[src/rtl/i2c_pkg.sv]
// Shared I2C definitions used by both the target and the bus master.
// Holds the byte-level FSM state encoding, the ACK/NACK line levels,
// the position of the R/W bit in the address byte and the bit-counter
// width with its milestone values.
package i2c_pkg;

   typedef enum logic [3:0] {
      ST_IDLE,
      ST_ADDR,
      ST_ADDR_ACK,
      ST_PTR,
      ST_PTR_ACK,
      ST_WDATA,
      ST_WDATA_ACK,
      ST_RDATA,
      ST_RDATA_ACK,
      ST_IGNORE
   } i2c_state_t;

   localparam logic ACK    = 1'b0;
   localparam logic NACK   = 1'b1;
   localparam int   RW_BIT = 0;
   localparam int   CNT_W  = 4;

   // Bit-counter milestones: value seen on the 8th data rise, value after
   // 8 rises (ACK slot), value after the ACK clock rise.
   localparam logic [CNT_W-1:0] LAST_BIT = CNT_W'(7);
   localparam logic [CNT_W-1:0] BYTE_END = CNT_W'(8);
   localparam logic [CNT_W-1:0] ACK_END  = CNT_W'(9);
   localparam logic [CNT_W-1:0] CNT_ONE  = CNT_W'(1);

endpackage

[src/rtl/i2c_line_sync.sv]
// Synchroniser for one asynchronous I2C line: two flops to settle
// metastability, then a history flop so edges can be decoded.
// Ports:
//   clk, rst_n : system clock, async active-low reset
//   line_i     : raw bus line
//   level      : synchronised line level
//   rise, fall : single-cycle edge flags derived from level vs history
module i2c_line_sync (
   input  logic clk,
   input  logic rst_n,
   input  logic line_i,
   output logic level,
   output logic rise,
   output logic fall
);

   logic meta;
   logic hist;

   // The pipeline resets to the idle-bus level (high) so that releasing
   // reset on a quiet bus never produces a phantom edge.
   always_ff @(posedge clk or negedge rst_n) begin
      if (!rst_n) begin
         meta  <= 1'b1;
         level <= 1'b1;
         hist  <= 1'b1;
      end else begin
         meta  <= line_i;
         level <= meta;
         hist  <= level;
      end
   end

   assign rise = level & ~hist;
   assign fall = ~level & hist;

endmodule

[src/rtl/i2c_target.sv]
// I2C target: detects START/STOP, matches its 7-bit address, ACKs, and
// serves a byte-wide register space held outside this block.
// Writes are pointer-then-data with auto-increment; reads stream bytes
// from the current pointer.
// Ports:
//   clk, rst_n   : system clock (>=16x SCL), async active-low reset
//   scl_i, sda_i : asynchronous bus lines
//   sda_oe       : 1 pulls SDA low, 0 releases it
//   wr_valid     : one-cycle strobe with wr_reg/wr_data
//   rd_reg       : index of the next byte to transmit
//   rd_data      : contents of rd_reg (combinational from outside)
//   busy         : high from address match until STOP, or until the
//                  next START after a read NACK
module i2c_target
   import i2c_pkg::*;
#(
   parameter logic [6:0] ADDR   = 7'h50,
   parameter int         REG_AW = 4
) (
   input  logic              clk,
   input  logic              rst_n,
   input  logic              scl_i,
   input  logic              sda_i,
   output logic              sda_oe,
   output logic              wr_valid,
   output logic [REG_AW-1:0] wr_reg,
   output logic [7:0]        wr_data,
   output logic [REG_AW-1:0] rd_reg,
   input  logic [7:0]        rd_data,
   output logic              busy
);

   localparam logic [REG_AW-1:0] PTR_ONE = REG_AW'(1);

   logic              scl, scl_rise, scl_fall;
   logic              sda, sda_rise, sda_fall;
   logic              start_det, stop_det;
   i2c_state_t        state, next_state;
   logic [CNT_W-1:0]  bit_cnt;
   logic [7:0]        shift_reg;
   logic [7:0]        rx_byte;
   logic [REG_AW-1:0] ptr;
   logic              rw;
   logic              addr_match;
   logic              sda_oe_d;

   i2c_line_sync u_scl_sync (
      .clk    (clk),
      .rst_n  (rst_n),
      .line_i (scl_i),
      .level  (scl),
      .rise   (scl_rise),
      .fall   (scl_fall)
   );

   i2c_line_sync u_sda_sync (
      .clk    (clk),
      .rst_n  (rst_n),
      .line_i (sda_i),
      .level  (sda),
      .rise   (sda_rise),
      .fall   (sda_fall)
   );

   // Bus conditions are SDA edges while SCL is high; both lines share the
   // same synchroniser depth so they stay aligned to each other.
   assign start_det  = scl & sda_fall;
   assign stop_det   = scl & sda_rise;

   // The byte as it will look once the current SDA level is shifted in.
   assign rx_byte    = {shift_reg[6:0], sda};
   assign addr_match = (rx_byte[7:1] == ADDR);

   // State register.
   always_ff @(posedge clk or negedge rst_n) begin
      if (!rst_n) begin
         state <= ST_IDLE;
      end else begin
         state <= next_state;
      end
   end

   // Next-state decode. START/STOP are checked first so they win over
   // any SCL edge seen in the same cycle.
   always_comb begin
      next_state = state;
      if (stop_det) begin
         next_state = ST_IDLE;
      end else if (start_det) begin
         next_state = ST_ADDR;
      end else begin
         case (state)
            ST_ADDR:
               if (scl_rise && bit_cnt == LAST_BIT)
                  next_state = addr_match ? ST_ADDR_ACK : ST_IDLE;
            ST_ADDR_ACK:
               if (scl_fall && bit_cnt == ACK_END)
                  next_state = rw ? ST_RDATA : ST_PTR;
            ST_PTR:
               if (scl_rise && bit_cnt == LAST_BIT)
                  next_state = ST_PTR_ACK;
            ST_PTR_ACK:
               if (scl_fall && bit_cnt == ACK_END)
                  next_state = ST_WDATA;
            ST_WDATA:
               if (scl_rise && bit_cnt == LAST_BIT)
                  next_state = ST_WDATA_ACK;
            ST_WDATA_ACK:
               if (scl_fall && bit_cnt == ACK_END)
                  next_state = ST_WDATA;
            ST_RDATA:
               if (scl_fall && bit_cnt == BYTE_END)
                  next_state = ST_RDATA_ACK;
            ST_RDATA_ACK:
               if (scl_rise)
                  next_state = (sda == ACK) ? ST_RDATA : ST_IGNORE;
            default:
               next_state = state;
         endcase
      end
   end

   // Output decode. SDA only changes on SCL falling edges: the ACK slot
   // is pulled low after the 8th data fall and released after the ACK
   // clock; read bits are driven inverted because SDA is open-drain.
   // A read byte's MSB goes out on the same fall that ends the address
   // ACK, or on the first fall after a master ACK reloaded the register.
   always_comb begin
      rd_reg   = ptr;
      sda_oe_d = sda_oe;
      if (start_det || stop_det) begin
         sda_oe_d = 1'b0;
      end else if (scl_fall) begin
         case (state)
            ST_ADDR_ACK, ST_PTR_ACK, ST_WDATA_ACK: begin
               if (bit_cnt == BYTE_END)
                  sda_oe_d = ~ACK;
               else if (bit_cnt == ACK_END)
                  sda_oe_d = (state == ST_ADDR_ACK && rw) ? ~rd_data[7] : 1'b0;
            end
            ST_RDATA: begin
               if (bit_cnt == '0)
                  sda_oe_d = ~shift_reg[7];
               else if (bit_cnt == BYTE_END)
                  sda_oe_d = 1'b0;
               else
                  sda_oe_d = ~shift_reg[6];
            end
            default:
               sda_oe_d = 1'b0;
         endcase
      end
   end

   // Datapath: bit counter, shift register, pointer, write port and busy.
   // A START/STOP resets the counter without touching wr_valid, so a
   // partial byte is simply dropped. The pointer survives START so a
   // repeated-start read continues where the write left it.
   always_ff @(posedge clk or negedge rst_n) begin
      if (!rst_n) begin
         bit_cnt   <= '0;
         shift_reg <= '0;
         ptr       <= '0;
         rw        <= 1'b0;
         busy      <= 1'b0;
         sda_oe    <= 1'b0;
         wr_valid  <= 1'b0;
         wr_reg    <= '0;
         wr_data   <= '0;
      end else begin
         wr_valid <= 1'b0;
         sda_oe   <= sda_oe_d;
         if (stop_det) begin
            bit_cnt <= '0;
            busy    <= 1'b0;
         end else if (start_det) begin
            bit_cnt <= '0;
            if (state == ST_IGNORE)
               busy <= 1'b0;
         end else if (scl_rise) begin
            case (state)
               ST_ADDR, ST_PTR, ST_WDATA: begin
                  shift_reg <= rx_byte;
                  bit_cnt   <= bit_cnt + CNT_ONE;
                  if (bit_cnt == LAST_BIT) begin
                     if (state == ST_ADDR) begin
                        busy <= addr_match;
                        rw   <= rx_byte[RW_BIT];
                     end
                     if (state == ST_PTR)
                        ptr <= rx_byte[REG_AW-1:0];
                     if (state == ST_WDATA) begin
                        wr_valid <= 1'b1;
                        wr_reg   <= ptr;
                        wr_data  <= rx_byte;
                     end
                  end
               end
               ST_ADDR_ACK, ST_PTR_ACK, ST_WDATA_ACK, ST_RDATA:
                  bit_cnt <= bit_cnt + CNT_ONE;
               ST_RDATA_ACK:
                  if (sda == ACK) begin
                     shift_reg <= rd_data;
                     bit_cnt   <= '0;
                  end
               default: ;
            endcase
         end else if (scl_fall) begin
            case (state)
               ST_ADDR_ACK, ST_PTR_ACK, ST_WDATA_ACK:
                  if (bit_cnt == ACK_END) begin
                     bit_cnt <= '0;
                     if (state == ST_WDATA_ACK)
                        ptr <= ptr + PTR_ONE;
                     if (state == ST_ADDR_ACK && rw)
                        shift_reg <= rd_data;
                  end
               ST_RDATA:
                  if (bit_cnt == BYTE_END)
                     ptr <= ptr + PTR_ONE;
                  else if (bit_cnt != '0)
                     shift_reg <= shift_reg << 1;
               default: ;
            endcase
         end
      end
   end

endmodule
[config.mk]
export PLATFORM = sky130hd
export DESIGN_NAME = i2c_target
export DESIGN_NICKNAME = d
export VERILOG_FILES = /design/src/rtl/i2c_pkg.sv /design/src/rtl/i2c_line_sync.sv /design/src/rtl/i2c_target.sv
export SDC_FILE = /design/constraint.sdc
export NUM_CORES = 1
export LEC_CHECK = 0
export CORE_MARGIN = 2
export CORE_UTILIZATION = 55
export DETAILED_ROUTE_END_ITERATION = 12
export GPL_TIMING_DRIVEN = 0
export PLACE_DENSITY = 0.82
export SETUP_SLACK_MARGIN = 0.02
export SLEW_MARGIN = 20
export SYNTH_ARGS = -nofsm -noshare
export SYNTH_HDL_FRONTEND = slang
export SYNTH_SLANG_ARGS = --single-unit
[constraint.sdc]
create_clock -name clk -period 2.4 [get_ports clk]
set_input_delay 0.48 -clock clk [delete_from_list [all_inputs] [get_ports clk]]
set_output_delay 0.48 -clock clk [all_outputs]
set_load 0.005 [all_outputs]
==> summary.txt <==
Outcome -> finished, final reports clean
Setup Skew -> 0.00659 ns
Clk buf depth -> 2
Crit Path Max Fanout -> 8
CP arrival -> 2.51 ns
Area Overhead vs Synth -> 21.5%
Cells after synthesis -> 234
First-pass GRT wire length -> 9450 um
Clock Root Buffer -> clkbuf_8
Core Area -> 4290 um^2
HPWL after detailed placement -> 4230 um
Layout fillers -> 339
# rows -> 24
Max-slew headroom -> 61.4%
FFs w/ async S/R, synth -> 100%
Least-Margin Pin Slew -> 0.576 ns
Initial Utilization -> 56.6%
N_diodes -> 0
Post-Syn Area -> 2430 um^2
First drt pass iteration count -> 5
Global placer's final weighted congestion -> 0.919
Sink Count -> 42
1st-iter DRT viols -> 238
Final ANT Viol Nets -> 0
Fin. max-slew vios -> 0
Routed vias -> 2051
Startpoint Class -> flip-flop
Clock slew at reported path FFs -> 0.09 ns
CP endpoint kind -> flip-flop
Final worst slack -> 0.0801 ns
Overall power -> 2440 uW
Final setup viols -> 0
Achievable frequency -> 0.431 GHz
H-tree levels -> 2
Die width -> 70.5 um
Hold Crit Class -> input pin to async pin
Clk_lat worst skew -> 0.30 ns
Layout Cells excl Fill -> 327
Initial antenna violation count -> 0
Number of global-route vias before repair -> 1866
Final Cycle Share -> 96.7%
Synth Register Bits -> 42
Placed cells -> 317
Remaining DRCs -> 0
Largest net degree at the start of global routing -> 35
Layout cells sized above 1 -> 22.9%
Grt total ovfl -> 0
PortBufs -> 30
Lkg Pwr -> 0.00127 uW
Die Span Y -> 70.5 um
Nets -> 292
CTS tree -> built
Setup WS pre-CTS -> -0.00265 ns
Final Routed Wirelength -> 5910 um
Most frequent cells in the layout -> dfrtp_1 (36), clkdlybuf4s50_1 (29), a21oi_1 (18), inv_1 (15), mux2_2 (15)
Most common cell after layout, fill and taps aside -> dfrtp_1
Die area -> 4970 um^2
Final Hold Fails -> 0
Post-synth EDFFs -> 0
CTS Buf Count -> 5
Netlist cell types -> 57
Post-synthesis sequential area ratio -> 43.5%
Mean post-synth cell area -> 10.4 um^2
Cts hold-fix bufs -> 0
Ys Warns -> 0
GR Util All Layers -> 24.4%
Post-synth top flop -> dfrtp_1
WL/cell -> 18.1 um
PwrDens -> 825 nW/um^2
Tmin final -> 2.32 ns
Max-cap violations -> 0
Critical path class -> flip-flop to flip-flop
Syn Nets -> 252
I/O pin cnt -> 31
VDD IR-drop max -> 0.000496 V
Setup TNS -> 0 ns
CP required -> 2.59 ns
Vias per inst -> 6.27
layout make-up:
type                       instances  area (um^2)  share of cell area, %
multi-input combinational        162         1260                   42.8
tap                               52         65.1                   2.20
clock inverter                     3         18.8                  0.635
buffer                            15         93.8                   3.18
timing repair buffer              33          330                   11.2
clock buffer                       5         68.8                   2.33
sequential                        42         1060                   35.8
inverter                          15         56.3                   1.91
critical path, cell delays in order, from the launching register on:
cell and delay (ns):
dfstp_2 0.54, inv_1 0.04, ha_1 0.16, clkbuf_4 0.18, and4b_2 0.27, and3_2 0.25
a31oi_2 0.24, nand2b_4 0.20, mux2_2 0.33
final timing paths:
kind	startpoint	end	slack [ns]	depth (start not counted)
max	u_scl_sync.hist$_DFF_PN1_	rd_reg[1]$_DFFE_PN0P_	0.08	8
min	rst_n	state[0]$_DFFE_PN0P_	0.03	1
max reg2reg	u_scl_sync.hist$_DFF_PN1_	rd_reg[1]$_DFFE_PN0P_	0.08	8
min reg2reg	u_scl_sync.meta$_DFF_PN1_	u_scl_sync.level$_DFF_PN1_	0.36	0
max in group asynchronous	rst_n	u_sda_sync.hist$_DFF_PN1_	1.85	2
min in group clk	u_scl_sync.meta$_DFF_PN1_	u_scl_sync.level$_DFF_PN1_	0.36	0
power breakdown:
part | total, uW | leakage (uW) | switching (uW) | internal, uW
clock network | 462 | 0.0000483 | 257 | 205
logic | 997 | 0.000685 | 555 | 442
registers | 978 | 0.000532 | 136 | 842
timing repair:
item / 4_1_cts / 5_1_grt
pin swaps: 0 / 2
endpoints found under the setup margin: 11 / 22
gates cloned: 0 / 0
resized for setup: 3 / 8
hold endpoints to repair: 0 / 0
setup buffers: 0 / 2
Yosys cell counts, types with 2 or more instances:
cell type | n | area share [%]
nor3_1 | 5 | 1.0
and4b_1 | 2 | 0.82
nor3_2 | 2 | 0.82
a222oi_1 | 2 | 0.82
and3_1 | 3 | 0.77
a31o_2 | 2 | 0.72
clkbuf_1 | 2 | 0.31
nand2b_1 | 4 | 1.0
o311ai_0 | 2 | 0.72
buf_4 | 2 | 0.62
a21oi_1 | 18 | 3.7
o22ai_1 | 3 | 0.77
a311oi_1 | 3 | 1.1
a21oi_2 | 2 | 0.72
nand3b_1 | 2 | 0.62
nand2_1 | 10 | 1.5
nor4b_1 | 2 | 0.72
o21ai_0 | 10 | 2.1
a211o_1 | 2 | 0.72
nand4b_1 | 3 | 1.1
nor2_1 | 9 | 1.4
o21ai_1 | 2 | 0.41
nand3_1 | 5 | 1.0
mux2_2 | 15 | 6.9
nor4_1 | 3 | 0.77
buf_2 | 8 | 1.6
ha_1 | 6 | 3.1
dfrtp_1 | 36 | 37
inv_1 | 15 | 2.3
dfstp_2 | 6 | 6.5
mux2_1 | 3 | 1.4
xor2_1 | 2 | 0.72
mux2i_1 | 11 | 4.5
a31oi_1 | 8 | 2.1
buf_6 | 2 | 0.93
cell families (layout without fill, tap and decap cells):
logic type,count (synthesis),count (layout),share of synthesized area (%)
fa+ha+maj,6,6,3.09
flops,42,42,43.5
simple gates,59,59,15.4
mux,30,30,13.5
xor+xnor,2,2,0.720
buf+inv,30,71,5.97
compound gates,65,65,17.9
routing by layer:
layer | vias up | track usage (%) | routed length, um
met5 | - | 0 | 0
met4 | 0 | 7.05 | 140
met3 | 17 | 4.91 | 347
met2 | 80 | 37.1 | 2790
met1 | 1001 | 35.5 | 2630
li1 | 953 | - | -
metrics by stage:
stage	hold WS (ns)	utilization, %	cell area [um^2]
3_5_place_dp	0.349	65.5	2810
6_report	0.0335	68.8	2960
4_1_cts	0.0380	67.9	2920
2_1_floorplan	0.184	-	2430
3_3_place_gp	0.347	65.2	2800
5_1_grt	0.0329	68.8	2960
(Power assumes the default switching activity.)
